$ cat config.mk
export PLATFORM = sky130hd
export DESIGN_NAME = fft_io_buffer
export DESIGN_NICKNAME = d
export VERILOG_FILES = /design/src/rtl/fft_io_buffer.sv
export SDC_FILE = /design/constraint.sdc
export NUM_CORES = 1
export LEC_CHECK = 0
export ABC_CLOCK_PERIOD_IN_PS = 5400
export BUFFER_PORTS_ARGS = -buffer_cell sky130_fd_sc_hd__buf_2
export CORE_UTILIZATION = 50
export DETAILED_ROUTE_END_ITERATION = 6
export PLACE_DENSITY = 0.92
export REMOVE_ABC_BUFFERS = 1
export SKIP_CTS_REPAIR_TIMING = 1
export SLEW_MARGIN = 40
export SYNTH_ARGS = -nofsm -noshare
export SYNTH_HDL_FRONTEND = slang
export SYNTH_SLANG_ARGS = --single-unit
$ cat constraint.sdc
create_clock -name clk_i -period 5.4 [get_ports clk_i]
set_input_delay 0.81 -clock clk_i [delete_from_list [all_inputs] [get_ports clk_i]]
set_output_delay 0.81 -clock clk_i [all_outputs]
set_load 0.01 [all_outputs]
$ cat src/rtl/fft_io_buffer.sv
// Input/output sequencer for an in-place radix-2 FFT.
// Loads N samples into the shared RAM in bit-reversed order, kicks the address
// controller, waits for it to finish, then streams the results out in natural order.
module fft_io_buffer #(
  parameter int unsigned N     = 8,
  parameter int unsigned L_max = 3,
  parameter int unsigned DW    = 16
) (
  input  logic                 clk_i,
  input  logic                 rst_i,
  // Input stream
  input  logic                 din_valid_i,
  output logic                 din_ready_o,
  input  logic [DW-1:0]        din_re_i,
  input  logic [DW-1:0]        din_im_i,
  // RAM write port
  output logic                 ram_we_o,
  output logic [L_max-1:0]     ram_waddr_o,
  output logic [DW-1:0]        ram_wdata_re_o,
  output logic [DW-1:0]        ram_wdata_im_o,
  // RAM read port
  output logic                 ram_re_o,
  output logic [L_max-1:0]     ram_raddr_o,
  input  logic [DW-1:0]        ram_rdata_re_i,
  input  logic [DW-1:0]        ram_rdata_im_i,
  // Address controller handshake
  output logic                 initial_flag_o,
  input  logic                 fft_finish_i,
  output logic                 busy_fft_o,
  // Output stream
  output logic                 dout_valid_o,
  output logic [DW-1:0]        dout_re_o,
  output logic [DW-1:0]        dout_im_o,
  output logic                 dout_last_o
);

  localparam logic [L_max-1:0] LastIdx = L_max'(N - 1);

  typedef enum logic [2:0] {
    StIdle,
    StLoad,
    StStart,
    StWaitFft,
    StUnload
  } state_e;

  state_e           state_q;
  logic [L_max-1:0] in_cnt_q;
  logic [L_max-1:0] in_cnt_rev;
  logic             fin_q;

  // Read issued last cycle: RAM data is on ram_rdata_* this cycle
  logic             rd_pend_q;
  logic             rd_last_q;

  logic             ram_we_q;
  logic [L_max-1:0] ram_waddr_q;
  logic [DW-1:0]    ram_wdata_re_q;
  logic [DW-1:0]    ram_wdata_im_q;
  logic             ram_re_q;
  logic [L_max-1:0] ram_raddr_q;
  logic             initial_flag_q;
  logic             busy_q;
  logic             dout_valid_q;
  logic [DW-1:0]    dout_re_q;
  logic [DW-1:0]    dout_im_q;
  logic             dout_last_q;

  // Bit-reversed write address for the current input index
  assign in_cnt_rev = {<<{in_cnt_q}};

  // Sequencer FSM with registered RAM, handshake and output-stream signals
  always_ff @(posedge clk_i or posedge rst_i) begin
    if (rst_i) begin
      state_q        <= StIdle;
      in_cnt_q       <= '0;
      fin_q          <= 1'b0;
      rd_pend_q      <= 1'b0;
      rd_last_q      <= 1'b0;
      ram_we_q       <= 1'b0;
      ram_waddr_q    <= '0;
      ram_wdata_re_q <= '0;
      ram_wdata_im_q <= '0;
      ram_re_q       <= 1'b0;
      ram_raddr_q    <= '0;
      initial_flag_q <= 1'b0;
      busy_q         <= 1'b0;
      dout_valid_q   <= 1'b0;
      dout_re_q      <= '0;
      dout_im_q      <= '0;
      dout_last_q    <= 1'b0;
    end else begin
      fin_q          <= fft_finish_i;
      ram_we_q       <= 1'b0;
      ram_re_q       <= 1'b0;
      initial_flag_q <= 1'b0;

      // Two-stage read pipeline: RAM latency, then output register
      rd_pend_q      <= ram_re_q;
      rd_last_q      <= ram_re_q && (ram_raddr_q == LastIdx);
      dout_valid_q   <= rd_pend_q;
      dout_last_q    <= rd_last_q;
      if (rd_pend_q) begin
        dout_re_q <= ram_rdata_re_i;
        dout_im_q <= ram_rdata_im_i;
      end

      case (state_q)
        StIdle: begin
          state_q <= StLoad;
        end
        StLoad: begin
          if (din_valid_i) begin
            ram_we_q       <= 1'b1;
            ram_waddr_q    <= in_cnt_rev;
            ram_wdata_re_q <= din_re_i;
            ram_wdata_im_q <= din_im_i;
            if (in_cnt_q == LastIdx) begin
              // Flag shares the cycle with the last write so the write lands
              // on the same edge the controller samples the start pulse
              in_cnt_q       <= '0;
              state_q        <= StStart;
              initial_flag_q <= 1'b1;
              busy_q         <= 1'b1;
            end else begin
              in_cnt_q <= in_cnt_q + 1'b1;
            end
          end
        end
        StStart: begin
          state_q <= StWaitFft;
        end
        StWaitFft: begin
          // Rising edge only, so a level left high from a prior run is ignored
          if (fft_finish_i && !fin_q) begin
            state_q     <= StUnload;
            busy_q      <= 1'b0;
            ram_re_q    <= 1'b1;
            ram_raddr_q <= '0;
          end
        end
        StUnload: begin
          if (ram_raddr_q == LastIdx) begin
            state_q     <= StLoad;
            ram_raddr_q <= '0;
          end else begin
            ram_re_q    <= 1'b1;
            ram_raddr_q <= ram_raddr_q + 1'b1;
          end
        end
        default: begin
          state_q <= StIdle;
        end
      endcase
    end
  end

  assign din_ready_o    = (state_q == StLoad);
  assign ram_we_o       = ram_we_q;
  assign ram_waddr_o    = ram_waddr_q;
  assign ram_wdata_re_o = ram_wdata_re_q;
  assign ram_wdata_im_o = ram_wdata_im_q;
  assign ram_re_o       = ram_re_q;
  assign ram_raddr_o    = ram_raddr_q;
  assign initial_flag_o = initial_flag_q;
  assign busy_fft_o     = busy_q;
  assign dout_valid_o   = dout_valid_q;
  assign dout_re_o      = dout_re_q;
  assign dout_im_o      = dout_im_q;
  assign dout_last_o    = dout_last_q;

endmodule

# Yosys cells after proc, flatten, opt, wreduce, memory -nomap -nowiden
# Index checks and enable logic that the tools add are counted.
[classes]
n_addsub = 2
mul = 0
div = 0
order_cmp = 0
n_eq_ne = 10
shift = 0
n_mux = 21
bitwise_logic = 0
n_reduce_logical = 10
[op_table]
columns = ["operator", "n"]
rows = [
  ["$mux W3", 7],
  ["$pmux W3 S5", 1],
  ["$mux W1", 10],
  ["$eq A3 B3 Y1 const B", 3],
  ["$reduce_and A4 Y1", 2],
  ["$add A3 B1 Y3 const B", 2],
  ["$eq A3 B2 Y1 const B", 2],
  ["$ne A2 B2 Y1 const B", 3],
  ["$pmux W3 S2", 1],
  ["$pmux W1 S2", 2],
  ["$reduce_and A2 Y1", 2],
  ["$reduce_bool A2 Y1", 2],
  ["$eq A3 B1 Y1 const B", 1],
  ["$logic_not A3 Y1", 1],
  ["$logic_and A1 B1 Y1", 2],
  ["$ne A2 B1 Y1 const B", 1],
  ["$logic_not A1 Y1", 1],
]
[totals]
register_bits = 85
latch_bits = 0
ramBits = 0
rom_bits = 0
input_bits = 68
out_inout_bits = 77
elab_cells = 60
mem_count = 0

# Depth between registers and ports, before layout
# Gate-level depths: netlist of run 1.
[logic_depth]
depth_word = 4
depth_mapped = 5
mapped_depth_nobuf = 5

# Worst setup path before layout of run 1
# OpenSTA, ideal clock, no wires.
[synth_path]
path_kind = "input-to-reg"
start = "in din_valid_i"
end = "reg ram_wdata_im_q[0] (netlist: ram_wdata_im_o[0])"
setup_ns = 0.125
arrival_time_ns = 1.605
t_required_ns = 5.275
setup_slack_ns = 3.670
path_stages = 3
n_path_buf = 1
cell_sequence = "nor3b_4 > buf_6 > mux2_2"
[synth_via]
elab_chain_cells = 1
[synth_lines]
columns = ["item", "line", "source"]
rows = [
  ["from (decl)", "12", "input logic din_valid_i,"],
  ["$reduce_and A2 Y1 (no line)", "-", ""],
  ["to (signal assigned)", "117", "ram_wdata_im_q <= din_im_i;"],
  ["to (decl)", "59", "logic [DW-1:0] ram_wdata_im_q;"],
]
# Every way passes these cells.
# A chain may end at the register's enable or synchronous reset.

# Worst setup path after layout of run 1
[layout_path]
start = "reg state_q[2]"
end = "out din_ready_o"
[layout_via]
elab_chain_cells = 1
[layout_lines]
columns = ["item", "line", "source"]
rows = [
  ["from (decl)", "47", "state_e state_q;"],
  ["from (signal assigned)", "75", "state_q <= StIdle;"],
  ["from (signal assigned)", "110", "state_q <= StLoad;"],
  ["from (signal assigned)", "122", "state_q <= StStart;"],
  ["$eq A3 B1 Y1", "158", "assign din_ready_o = (state_q == StLoad);"],
  ["to (decl)", "13", "output logic din_ready_o,"],
]
# Every way passes these cells.

==> summary.md, run 1 <==
| Metric | Value |
|---|---|
| Critical-path top delay cell | `dfrtp_1` |
| Met2 usage | `29.7%` |
| Post-DP HPWL | `roughly 4200 um` |
| GRT Total Usage | `17.8%` |
| CTS Buf Count | `9` |
| Drt pass-1 iters | `4` |
| First-pass GRT wire length | `~8800 um` |
| Maxcap violations | `0` |
| Layout area overhead | `30.0%` |
| Required time worst endpoint | `4.59 ns` |
| Top-area cell type share of the netlist area | `roughly 66%` |
| Initial Util | `53.2%` |
| Grt met3 use | `5.71%` |
| Worst path cell trace | `nand2b_4, nor2_1, buf_2` |
| Yosys cell types | `27` |
| Largest stage delay, worst path | `roughly 0.42 ns` |
| Port Buf Inserts | `144` |
| Drt wl/cell | `13.6 um` |
| Largest net degree at the start of global routing | `86` |
| Drc violations | `0` |
| Synth Instances | `197` |
| Ranking of synthesized cells by area | `dfrtp_1 (66%), mux2_2 (24%), ha_1 (1.6%), buf_6 (1.4%), mux2_1 (0.70%)` |
| Die X | `82.3 um` |
| Final worst-path cycle share | `36.2%` |
| Share of cells above drive strength 1 | `66.3%` |
| Rows | `28` |
| Filler cells | `442` |
| Dpl cells | `410` |
| Relative slew slack | `51.3%` |
| Worst Tran Pin Value | `0.731 ns` |
| Syn_area_per_cell | `~16 sq um` |
| Mapped cell area | `3230 sq um` |
| Status | `completed` |
| CP Launch Type | `flip-flop` |
| #FFs+latches synth | `85` |
| Core Area | `about 6000 sq um` |
| GR Util met1 | `approximately a fifth` |
| CTS tree | `built` |
| Initial antenna violation count | `0` |
| Cell taking the most area after synthesis | `dfrtp_1` |
| Vias in the first global route | `1,951` |
| RSZ-0062 raised after global routing | `false` |
| GRT busiest layer | `met2` |
| N_diodes | `0` |
| Vias per cell | `4.93` |
| Final setup TNS | `0 ns` |
| Critical path peak fanout | `5` |
| Final net count | `418` |
| Max Fclk | `512 MHz` |
| Max Transition Viols Final | `0` |
| Ports | `145` |
| Initial DRC count | `54` |
| Final setup violation count | `0` |
| Worst min path class | `reg2reg` |
| Final ANT Viol Nets | `0` |
| CP Class | `reg2out` |
| Die area | `about 6800 sq um` |
| H-tree Lvls | `3` |
| Clock Latency Late Sink | `0.33 ns` |
| Ys Warns | `0` |
| Fin cells | `~430` |
| Overall Power | `2.44 mW` |
| Sequential element share of the synthesized area | `roughly two thirds` |
| Max VDD drop | `0.340 mV` |
| GP Congestion | `0.712` |
| Die Ht | `82.3 um` |
| Routed WL | `5790 um` |
| Power density over cell area | `around 580 nW/um^2` |
| Fin crit period | `1.95 ns` |
| CP Capture Type | `output port` |
| # clock sinks | `between 80 and 90` |
| Final global-route overflow total | `0` |
| CTS max path bufs | `2` |
| Leak | `2.09 nW` |
| Clock skew | `about 0.0071 ns` |
| Endpoints failing hold | `0` |
| Root Driver | `clkbuf_8` |
| CTS clock-pin slew for the worst setup and hold paths | `0.07 ns` |
| Hold Slack | `0.363 ns` |
| Vias | `2,096` |
| Worst EP arrival | `1.14 ns` |
==> sequential cells by signal (all words and copies together), names as in the netlist <==
register        cells
dout_im_o          16
dout_re_o          16
ram_wdata_im_o     16
ram_wdata_re_o     16
in_cnt_q            3
ram_raddr_o         3
ram_waddr_o         3
state_q             3
busy_fft_o          1
dout_last_o         1
dout_valid_o        1
fin_q               1
initial_flag_o      1
ram_re_o            1
ram_we_o            1
rd_last_q           1
rd_pend_q           1
==> worst max-delay path: cells and delay by family (launching register included) <==
family	cells	cell delay, ns
buffers and inverters	1	0.13
DFF	1	0.42
and+or+nand+nor	2	0.27
==> path summary, 6_finish.rpt <==
check / from / to / slack [ns] / cells after the start
max: state_q[2]$_DFFE_PP0P_ / din_ready_o / 3.45 / 3
min: rd_last_q$_DFF_PP0_ / dout_last_o$_DFF_PP0_ / 0.36 / 0
max reg2reg: state_q[2]$_DFFE_PP0P_ / ram_wdata_re_o[4]$_DFFE_PP0P_ / 3.47 / 4
min reg2reg: rd_last_q$_DFF_PP0_ / dout_last_o$_DFF_PP0_ / 0.36 / 0
max in group asynchronous: rst_i / ram_wdata_im_o[0]$_DFFE_PP0P_ / 4.24 / 3
min in group asynchronous: rst_i / dout_im_o[14]$_DFFE_PP0P_ / 0.65 / 3
==> synth_stat cells <==
cell type,instances
o32ai_1,1
clkbuf_1,1
buf_6,4
buf_2,3
nor2b_1,1
nand2b_4,1
nand2b_1,1
nor3_1,1
ha_1,4
o22ai_1,2
o21ai_0,2
inv_1,4
nand2_1,2
nand3b_1,1
buf_1,1
a31o_2,1
nor2_1,3
and3b_1,2
and2_1,2
or3b_2,1
nor3b_4,1
mux2_2,68
mux2_1,2
dfrtp_1,85
a22o_1,1
a22oi_1,1
a21boi_0,1
==> final cells by class <==
type                       count  area [sq um]  share of cell area, %
inverter                       4          16.3                  0.388
clock inverter                 1          30.0                  0.716
tap                           75          93.8                   2.24
clock buffer                  14           163                   3.88
timing repair buffer         147           747                   17.8
sequential                    85          2130                   50.7
multi-input combinational     99          1020                   24.3
==> kinds of logic after synthesis <==
family,count (synthesis),synth area share (%)
AO/OA/AOI/OAI,9,1.98
AND/OR/NAND/NOR,16,3.57
flip-flops,85,65.9
adder cells (fa/ha/maj),4,1.55
multiplexers,70,24.4
buffers and inverters,13,2.56
==> layer usage <==
metal / vias up / share of wire [%]
met4: 0 / 1.5
met1: 1002 / 42
met5: - / 0
met2: 91 / 49
li1: 993 / -
met3: 10 / 8.4
==> per-stage QoR <==
step | utilization [%] | instance area (sq um) | setup WS, ns
after floorplan | - | 3160 | 2.40
after global placement | 66.0 | 4000 | 3.20
after detailed placement | 66.0 | 4000 | 3.16
after CTS | 69.2 | 4190 | 3.42
after global routing | 69.2 | 4190 | 3.35
final | 69.2 | 4190 | 3.45
==> where the power goes <==
group / switching, mW / internal (mW) / total [mW]
Combinational: 0.425 / 0.501 / 0.926
Sequential: 0.154 / 0.934 / 1.09
Clock: 0.191 / 0.237 / 0.428
==> placed cells by master, fill, tap and decap left out <==
| cell | n |
|---|---|
| clkbuf_8 | 11 |
| nand3b_1 | 1 |
| dfrtp_1 | 85 |
| buf_6 | 1 |
| a22oi_1 | 1 |
| nor3b_4 | 1 |
| clkbuf_1 | 3 |
| nor3_1 | 1 |
| mux2_2 | 68 |
| nor2b_1 | 1 |
| mux2_1 | 2 |
| clkinv_2 | 1 |
| a22o_1 | 1 |
| a21boi_0 | 1 |
| buf_2 | 144 |
| nand2b_1 | 1 |
| or3b_2 | 1 |
| nand2b_4 | 1 |
| o22ai_1 | 2 |
| buf_4 | 2 |
| ha_1 | 4 |
| bufinv_16 | 1 |
| and2_1 | 2 |
| o21ai_0 | 2 |
| and3b_1 | 2 |
| nand2_1 | 2 |
| a31o_2 | 1 |
| inv_1 | 3 |
| nor2_1 | 3 |
| o32ai_1 | 1 |
Power figures use the tool's default switching activity.
==> run 2: changes to the inputs <==
--- a/config.mk
+++ b/config.mk
@@ -5,11 +5,11 @@
 export SDC_FILE = /design/constraint.sdc
 export NUM_CORES = 1
 export LEC_CHECK = 0
-export ABC_CLOCK_PERIOD_IN_PS = 5400
+export ABC_CLOCK_PERIOD_IN_PS = 1950
 export BUFFER_PORTS_ARGS = -buffer_cell sky130_fd_sc_hd__buf_2
-export CORE_UTILIZATION = 50
+export CORE_UTILIZATION = 47
 export DETAILED_ROUTE_END_ITERATION = 6
-export PLACE_DENSITY = 0.92
+export PLACE_DENSITY = 0.88
 export REMOVE_ABC_BUFFERS = 1
 export SKIP_CTS_REPAIR_TIMING = 1
 export SLEW_MARGIN = 40
==> constraint.sdc (replaced) <==
create_clock -name clk_i -period 1.95 [get_ports clk_i]
set_input_delay 0.2925 -clock clk_i [delete_from_list [all_inputs] [get_ports clk_i]]
set_output_delay 0.2925 -clock clk_i [all_outputs]
set_load 0.01 [all_outputs]
==> run 2 against run 1 <==
Net effect: first-iteration DRC count rose by 7.4%; clock power rose to 3.4 times the previous value; die area rose by 6.2%; highest routed layer unchanged; critical path depth rose by 1; the run now ends with design-rule violations left; critical endpoint is now ram_wdata_im_o[2]$_DFFE_PP0P_; hold slack got worse by 0.28 ns; routed wire length rose by 8.0%; worst setup slack got worse by 3.1 ns; sequential power rose to 2.8 times the previous value; global-route usage rose by 0.72 points; count of clock-buffer cells in the layout fell by 5; largest power group unchanged.
==> summary.md, run 2 (synthesized netlist as in run 1, its figures left out) <==
| Metric | Value |
|---|---|
| CTS max path bufs | `2 (unchanged)` |
| N_diodes | `0 (unchanged)` |
| Endpoints failing hold | `0 (unchanged)` |
| CTS tree | `built` |
| Die Ht | `84.9 um (+3.1%)` |
| Finished Cell Area | `4290 sq um (+2.2%)` |
| Placed cell area | `4040 sq um (+0.97%)` |
| Relative slew slack | `73.7% (+22 points)` |
| Worst min path class | `in2reg` |
| H-tree Lvls | `3 (unchanged)` |
| CTS clock-pin slew for the worst setup and hold paths | `0.07 ns (about the same)` |
| Max Transition Viols Final | `0 (unchanged)` |
| Routed WL | `6250 um (+8.0%)` |
| Leak | `2.13 nW (+2.1%)` |
| Failing checks | `design-rule violations` |
| GRT Total Usage | `18.5% (+0.72 points)` |
| Final worst slack | `0.387 ns (-3.06 ns)` |
| Worst EP arrival | `1.79 ns (+0.65 ns)` |
| Core Area | `6490 sq um (+7.2%)` |
| Area of the multi-input gates | `1020 sq um (unchanged)` |
| Max VDD drop | `0.940 mV (+180%)` |
| Max Fclk | `between 600 and 700 MHz` |
| Final ANT Viol Nets | `0 (unchanged)` |
| GP Congestion | `0.809 (+14%)` |
| Largest net degree at the start of global routing | `45 (-48%)` |
| Worst Tran Pin Value | `0.394 ns (-0.337 ns)` |
| Drc violations | `15 (+15)` |
| Rows | `29 (+3.6%)` |
| # clock sinks | `85 (unchanged)` |
| Port Buf Inserts | `144 (unchanged)` |
| Maxcap violations | `0 (unchanged)` |
| Commonest cells after routing, fill and taps aside | `buf_2 (144), dfrtp_1 (85), mux2_2 (68)` |
| Sequential cell area | `2130 sq um (unchanged)` |
| Vias in the first global route | `2,078 (+6.5%)` |
| Filler cells | `471 (+6.6%)` |
| CTS Buf Count | `9 (unchanged)` |
| Final setup TNS | `0 ns (unchanged)` |
| Die X | `84.9 um (+3.1%)` |
| Initial Util | `49.7% (-3.6 points)` |
| CP Class | `reg2reg` |
| Root Driver | `clkbuf_8` |
| Hold Slack | `0.0853 ns (-0.278 ns)` |
| Drt wl/cell | `14.5 um (+6.7%)` |
| Vias | `2,104 (+0.38%)` |
| Post-DP HPWL | `4660 um (+12%)` |
| Final global-route overflow total | `0 (unchanged)` |
| Fin crit period | `~1.6 ns` |
| Drt pass-1 iters | `7 (+3)` |
| Power density over cell area | `1650 nW/um^2 (+180%)` |
| Required time worst endpoint | `2.17 ns (-2.42 ns)` |
| Clock skew | `0.00803 ns (+0.000892 ns)` |
| Final setup violation count | `0 (unchanged)` |
| First-pass GRT wire length | `10,100 um (+15%)` |
| Leading cell type in the layout, fill and taps excluded | `buf_2` |
| Layout area overhead | `32.8%` |
| Ports | `145 (unchanged)` |
| Status | `finished, violations left` |
| Die area | `7200 sq um (+6.2%)` |
| CP Launch Type | `flip-flop` |
| Critical path peak fanout | `33 (+28)` |
| Initial antenna violation count | `0 (unchanged)` |
| RSZ-0062 raised after global routing | `false` |
| CP Capture Type | `flip-flop` |
| Share of cells above drive strength 1 | `67.1% (+0.85 points)` |
| Final net count | `421 (+0.72%)` |
| Final worst-path cycle share | `80.2%` |
| Clock Latency Late Sink | `0.34 ns (about the same)` |
| Place WS | `0.387 ns (-2.77 ns)` |
| Vias per cell | `4.89 (-0.79%)` |
| Initial DRC count | `58 (+7.4%)` |
[run 2: worst max-delay path: stages (launching register included)]
cell,delay [ns]
dfrtp_1,0.42
nand2b_4,0.18
nor3b_4,0.25
buf_12,0.23
mux2_2,0.35
[run 2: per-stage QoR]
| step | power, mW | cells | util [%] |
|---|---|---|---|
| 2_1_floorplan | 4.54 | 188 | - |
| 3_3_place_gp | 5.59 | 414 | 62.2 |
| 3_5_place_dp | 5.72 | 414 | 62.2 |
| 4_1_cts | 7.18 | 429 | 65.8 |
| 5_1_grt | 7.52 | 430 | 66.0 |
| 6_report | 7.08 | 430 | 66.0 |
[run 2: where the power goes]
group / internal [mW] / switching, mW / total, mW
registers: 2.58 / 0.423 / 3.01
logic: 1.43 / 1.21 / 2.64
clock network: 0.846 / 0.592 / 1.44
total: 4.85 / 2.23 / 7.08
[run 2: cell type report]
cell class / instances / share of cell area, %
Tap cell: 77 / 2.25
Sequential cell: 85 / 49.6
Clock buffer: 9 / 2.89
Multi-Input combinational cell: 99 / 23.7
Timing Repair Buffer: 150 / 18.5
Inverter: 4 / 0.379
Clock inverter: 6 / 2.63
[run 2: metal layers]
layer  share of wire (%)  vias up  global-route usage [%]
li1                    -     1002                       -
met1                  41      997                    22.1
met5                   0        -                       0
met4                 1.8        0                    8.47
met2                  51       93                    32.0
met3                 6.7       12                    4.57
[run 2: final timing paths]
kind | from | endpoint | slack (ns) | cells after the start
setup / recovery | state_q[2]$_DFFE_PP0P_ | ram_wdata_im_o[2]$_DFFE_PP0P_ | 0.39 | 4
hold / removal | fft_finish_i | fin_q$_DFF_PP0_ | 0.09 | 1
setup reg to reg | state_q[2]$_DFFE_PP0P_ | ram_wdata_im_o[2]$_DFFE_PP0P_ | 0.39 | 4
hold reg to reg | rd_last_q$_DFF_PP0_ | dout_last_o$_DFF_PP0_ | 0.38 | 0
max in group asynchronous | rst_i | ram_wdata_im_o[2]$_DFFE_PP0P_ | 0.89 | 4
min in group asynchronous | rst_i | ram_wdata_re_o[5]$_DFFE_PP0P_ | 0.43 | 3
==> run 3: changes to the inputs <==
--- a/config.mk
+++ b/config.mk
@@ -5,11 +5,11 @@
 export SDC_FILE = /design/constraint.sdc
 export NUM_CORES = 1
 export LEC_CHECK = 0
-export ABC_CLOCK_PERIOD_IN_PS = 1950
+export ABC_CLOCK_PERIOD_IN_PS = 1400
 export BUFFER_PORTS_ARGS = -buffer_cell sky130_fd_sc_hd__buf_2
-export CORE_UTILIZATION = 47
+export CORE_UTILIZATION = 42
 export DETAILED_ROUTE_END_ITERATION = 6
-export PLACE_DENSITY = 0.88
+export PLACE_DENSITY = 0.83
 export REMOVE_ABC_BUFFERS = 1
 export SKIP_CTS_REPAIR_TIMING = 1
 export SLEW_MARGIN = 40
==> constraint.sdc (replaced) <==
create_clock -name clk_i -period 1.4 [get_ports clk_i]
set_input_delay 0.21 -clock clk_i [delete_from_list [all_inputs] [get_ports clk_i]]
set_output_delay 0.21 -clock clk_i [all_outputs]
set_load 0.01 [all_outputs]
==> run 3 against run 2 <==
Net effect: the flow finishes with violations (negative setup slack); sequential power up 40%; clock skew grew 0.0024 ns; critical path depth grew 1; count of clock-buffer cells in the layout increased by 2; clock power is 15% higher; first-iteration DRC count shrank 57%; die area increased by 12%; maximum frequency up 3.8%; flip-flop and latch count unchanged; global-route usage fell by 3.2 points; combinational power rose by 63%; final area up 4.9%; critical path type unchanged; critical endpoint is now ram_wdata_im_o[11]$_DFFE_PP0P_; highest routed layer unchanged.
==> summary.md, run 3 (synthesized netlist as in run 1, its figures left out) <==
| Metric | Value |
|---|---|
| Vias in the first global route | `2,003 (-3.6%)` |
| Worst min path class | `in2reg` |
| Die X | `89.7 um (+5.6%)` |
| Clock Latency Late Sink | `0.34 ns (about the same)` |
| Critical path peak fanout | `8 (-76%)` |
| Failing checks | `negative setup slack` |
| H-tree Lvls | `3 (unchanged)` |
| Post-DP HPWL | `4760 um (+2.2%)` |
| CP Class | `reg2reg` |
| CP Capture Type | `flip-flop` |
| Finished Cell Area | `4500 sq um (+4.9%)` |
| Final worst-path cycle share | `108% (+27 points)` |
| Power density over cell area | `2260 nW/um^2 (+37%)` |
| Worst EP arrival | `1.74 ns (-0.05 ns)` |
| Final global-route overflow total | `0 (unchanged)` |
| Clock skew | `0.0104 ns (+0.00241 ns)` |
| Drc violations | `0 (-15)` |
| CP Launch Type | `flip-flop` |
| Max Transition Viols Final | `0 (unchanged)` |
| Share of cells above drive strength 1 | `67.8% (+0.71 points)` |
| Ports | `145 (unchanged)` |
| Layout area overhead | `39.3%` |
| Comb power frac | `42.4% (+5.2 points)` |
| Dpl cells | `443 (+7.0%)` |
| Relative slew slack | `81.1% (+7.4 points)` |
| Filler cells | `595 (+26%)` |
| Root Driver | `clkbuf_8` |
| Final setup TNS | `-2.81 ns (-2.81 ns)` |
| CTS max path bufs | `2 (unchanged)` |
| Rows | `31 (+6.9%)` |
| CTS clock-pin slew for the worst setup and hold paths | `0.08 ns (about the same)` |
| Maxcap violations | `0 (unchanged)` |
| Initial Util | `44.0% (-5.7 points)` |
| Power Internal | `6.87 mW (+42%)` |
| GRT Total Usage | `15.4% (-3.2 points)` |
| Worst path cell trace | `nand2b_4, nor3b_4, buf_6, buf_6, mux2_2` |
| Leak | `2.25 nW (+5.6%)` |
| Final setup violation count | `33 (+33)` |
| Final net count | `434 (+3.1%)` |
| Max VDD drop | `1.12 mV (+19%)` |
| Worst Tran Pin Value | `0.284 ns (-0.111 ns)` |
| CTS Buf Count | `9 (unchanged)` |
| Core Area | `7330 sq um (+13%)` |
| Fin crit period | `1.51 ns (-0.0573 ns)` |
| Max Fclk | `664 MHz (+3.8%)` |
| Largest stage delay, worst path | `0.38 ns (-0.04 ns)` |
| Largest net degree at the start of global routing | `51 (+13%)` |
| Vias per cell | `4.74 (-3.1%)` |
| Commonest cells after routing, fill and taps aside | `buf_2 (144), dfrtp_1 (85), mux2_2 (51)` |
| Power share of the sequential group | `41.4% (-1.1 points)` |
| First-pass GRT wire length | `9090 um (-10%)` |
| Vias | `2,210 (+5.0%)` |
| Routed WL | `6960 um (+11%)` |
| RSZ-0062 raised after global routing | `true` |
| Top cell by count, worst path | `buf_6` |
| Initial antenna violation count | `0 (unchanged)` |
| Clock power frac | `16.2% (-4.1 points)` |
| Die area | `8040 sq um (+12%)` |
| GP Congestion | `0.713 (-12%)` |
| Switching portion of total power | `32.4% (+0.98 points)` |
| Top Family by Delay on Critical Path | `flip-flops` |
| N_diodes | `0 (unchanged)` |
| CTS tree | `built` |
| # clock sinks | `85 (unchanged)` |
| Required time worst endpoint | `1.63 ns (-0.54 ns)` |
| Status | `finished, violations left` |
| Final worst slack | `-0.106 ns (-0.493 ns)` |
| Final ANT Viol Nets | `0 (unchanged)` |
| Placed cell area | `4130 sq um (+2.3%)` |
| Leading cell type in the layout, fill and taps excluded | `buf_2` |
| Worst Path Buf+Inv | `2 (+1)` |
| Endpoints failing hold | `0 (unchanged)` |
| Drt wl/cell | `14.9 um (+2.7%)` |
| Initial DRC count | `25 (-57%)` |
| Drt pass-1 iters | `4 (-3)` |
| Switching pwr | `3.30 mW (+48%)` |
| Critical-path top delay cell | `dfrtp_1` |
| Port Buf Inserts | `144 (unchanged)` |
| Die Ht | `89.7 um (+5.6%)` |
| Fin cells | `466 (+8.4%)` |
run 3: layout make-up:
class | count | area, sq um | share of cell area (%)
repair buffers | 163 | 952 | 21.2
inverters | 4 | 16.3 | 0.362
clock inverters | 5 | 61.3 | 1.36
flip-flops and latches | 85 | 2130 | 47.3
clock buffers | 11 | 131 | 2.92
well taps | 99 | 124 | 2.76
multi-input cells | 99 | 1080 | 24.1
run 3: final timing paths:
kind,from,end,slack (ns),depth (start not counted)
max in group asynchronous,rst_i,ram_wdata_re_o[15]$_DFFE_PP0P_,0.64,4
max,state_q[2]$_DFFE_PP0P_,ram_wdata_im_o[11]$_DFFE_PP0P_,-0.11,5
min,din_im_i[10],ram_wdata_im_o[10]$_DFFE_PP0P_,0.09,2
min reg2reg,rd_last_q$_DFF_PP0_,dout_last_o$_DFF_PP0_,0.37,0
min in group asynchronous,rst_i,rd_last_q$_DFF_PP0_,0.28,3
max reg2reg,state_q[2]$_DFFE_PP0P_,ram_wdata_im_o[11]$_DFFE_PP0P_,-0.11,5
run 3: routing by layer:
metal / GRT usage [%] / share of wire (%) / wire (um)
met2: 25.8 / 51 / 3520
met3: 4.20 / 6.8 / 471
met5: 0 / 0 / 0
met4: 6.93 / 1.3 / 93
met1: 18.5 / 41 / 2880
run 3: power by group through the flow:
| stage | Clock (mW) | Sequential (mW) | Combinational, mW |
|---|---|---|---|
| CTS | 1.71 | 4.21 | 3.84 |
| finish | 1.65 | 4.21 | 4.31 |
| floorplan | 0 | 4.76 | 1.57 |
| global placement | 0 | 4.19 | 3.71 |
| global route | 1.79 | 4.36 | 4.68 |
| detailed placement | 0 | 4.24 | 3.84 |
run 3: stage by stage:
step,power [mW],hold slack (ns),util [%],setup slack [ns]
2_1_floorplan,6.33,0.241,-,-1.00
3_3_place_gp,7.90,0.0913,56.4,-0.0631
3_5_place_dp,8.08,0.0952,56.4,-0.102
4_1_cts,9.76,-0.288,59.0,-0.114
5_1_grt,10.8,0.0709,61.3,-0.146
6_report,10.2,0.0903,61.3,-0.106
run 3: worst reg2reg max path, stage by stage, from the launching register on:
cell	delay [ns]
dfrtp_1	0.38
nand2b_4	0.15
nor3b_4	0.20
buf_6	0.17
buf_6	0.16
mux2_2	0.33
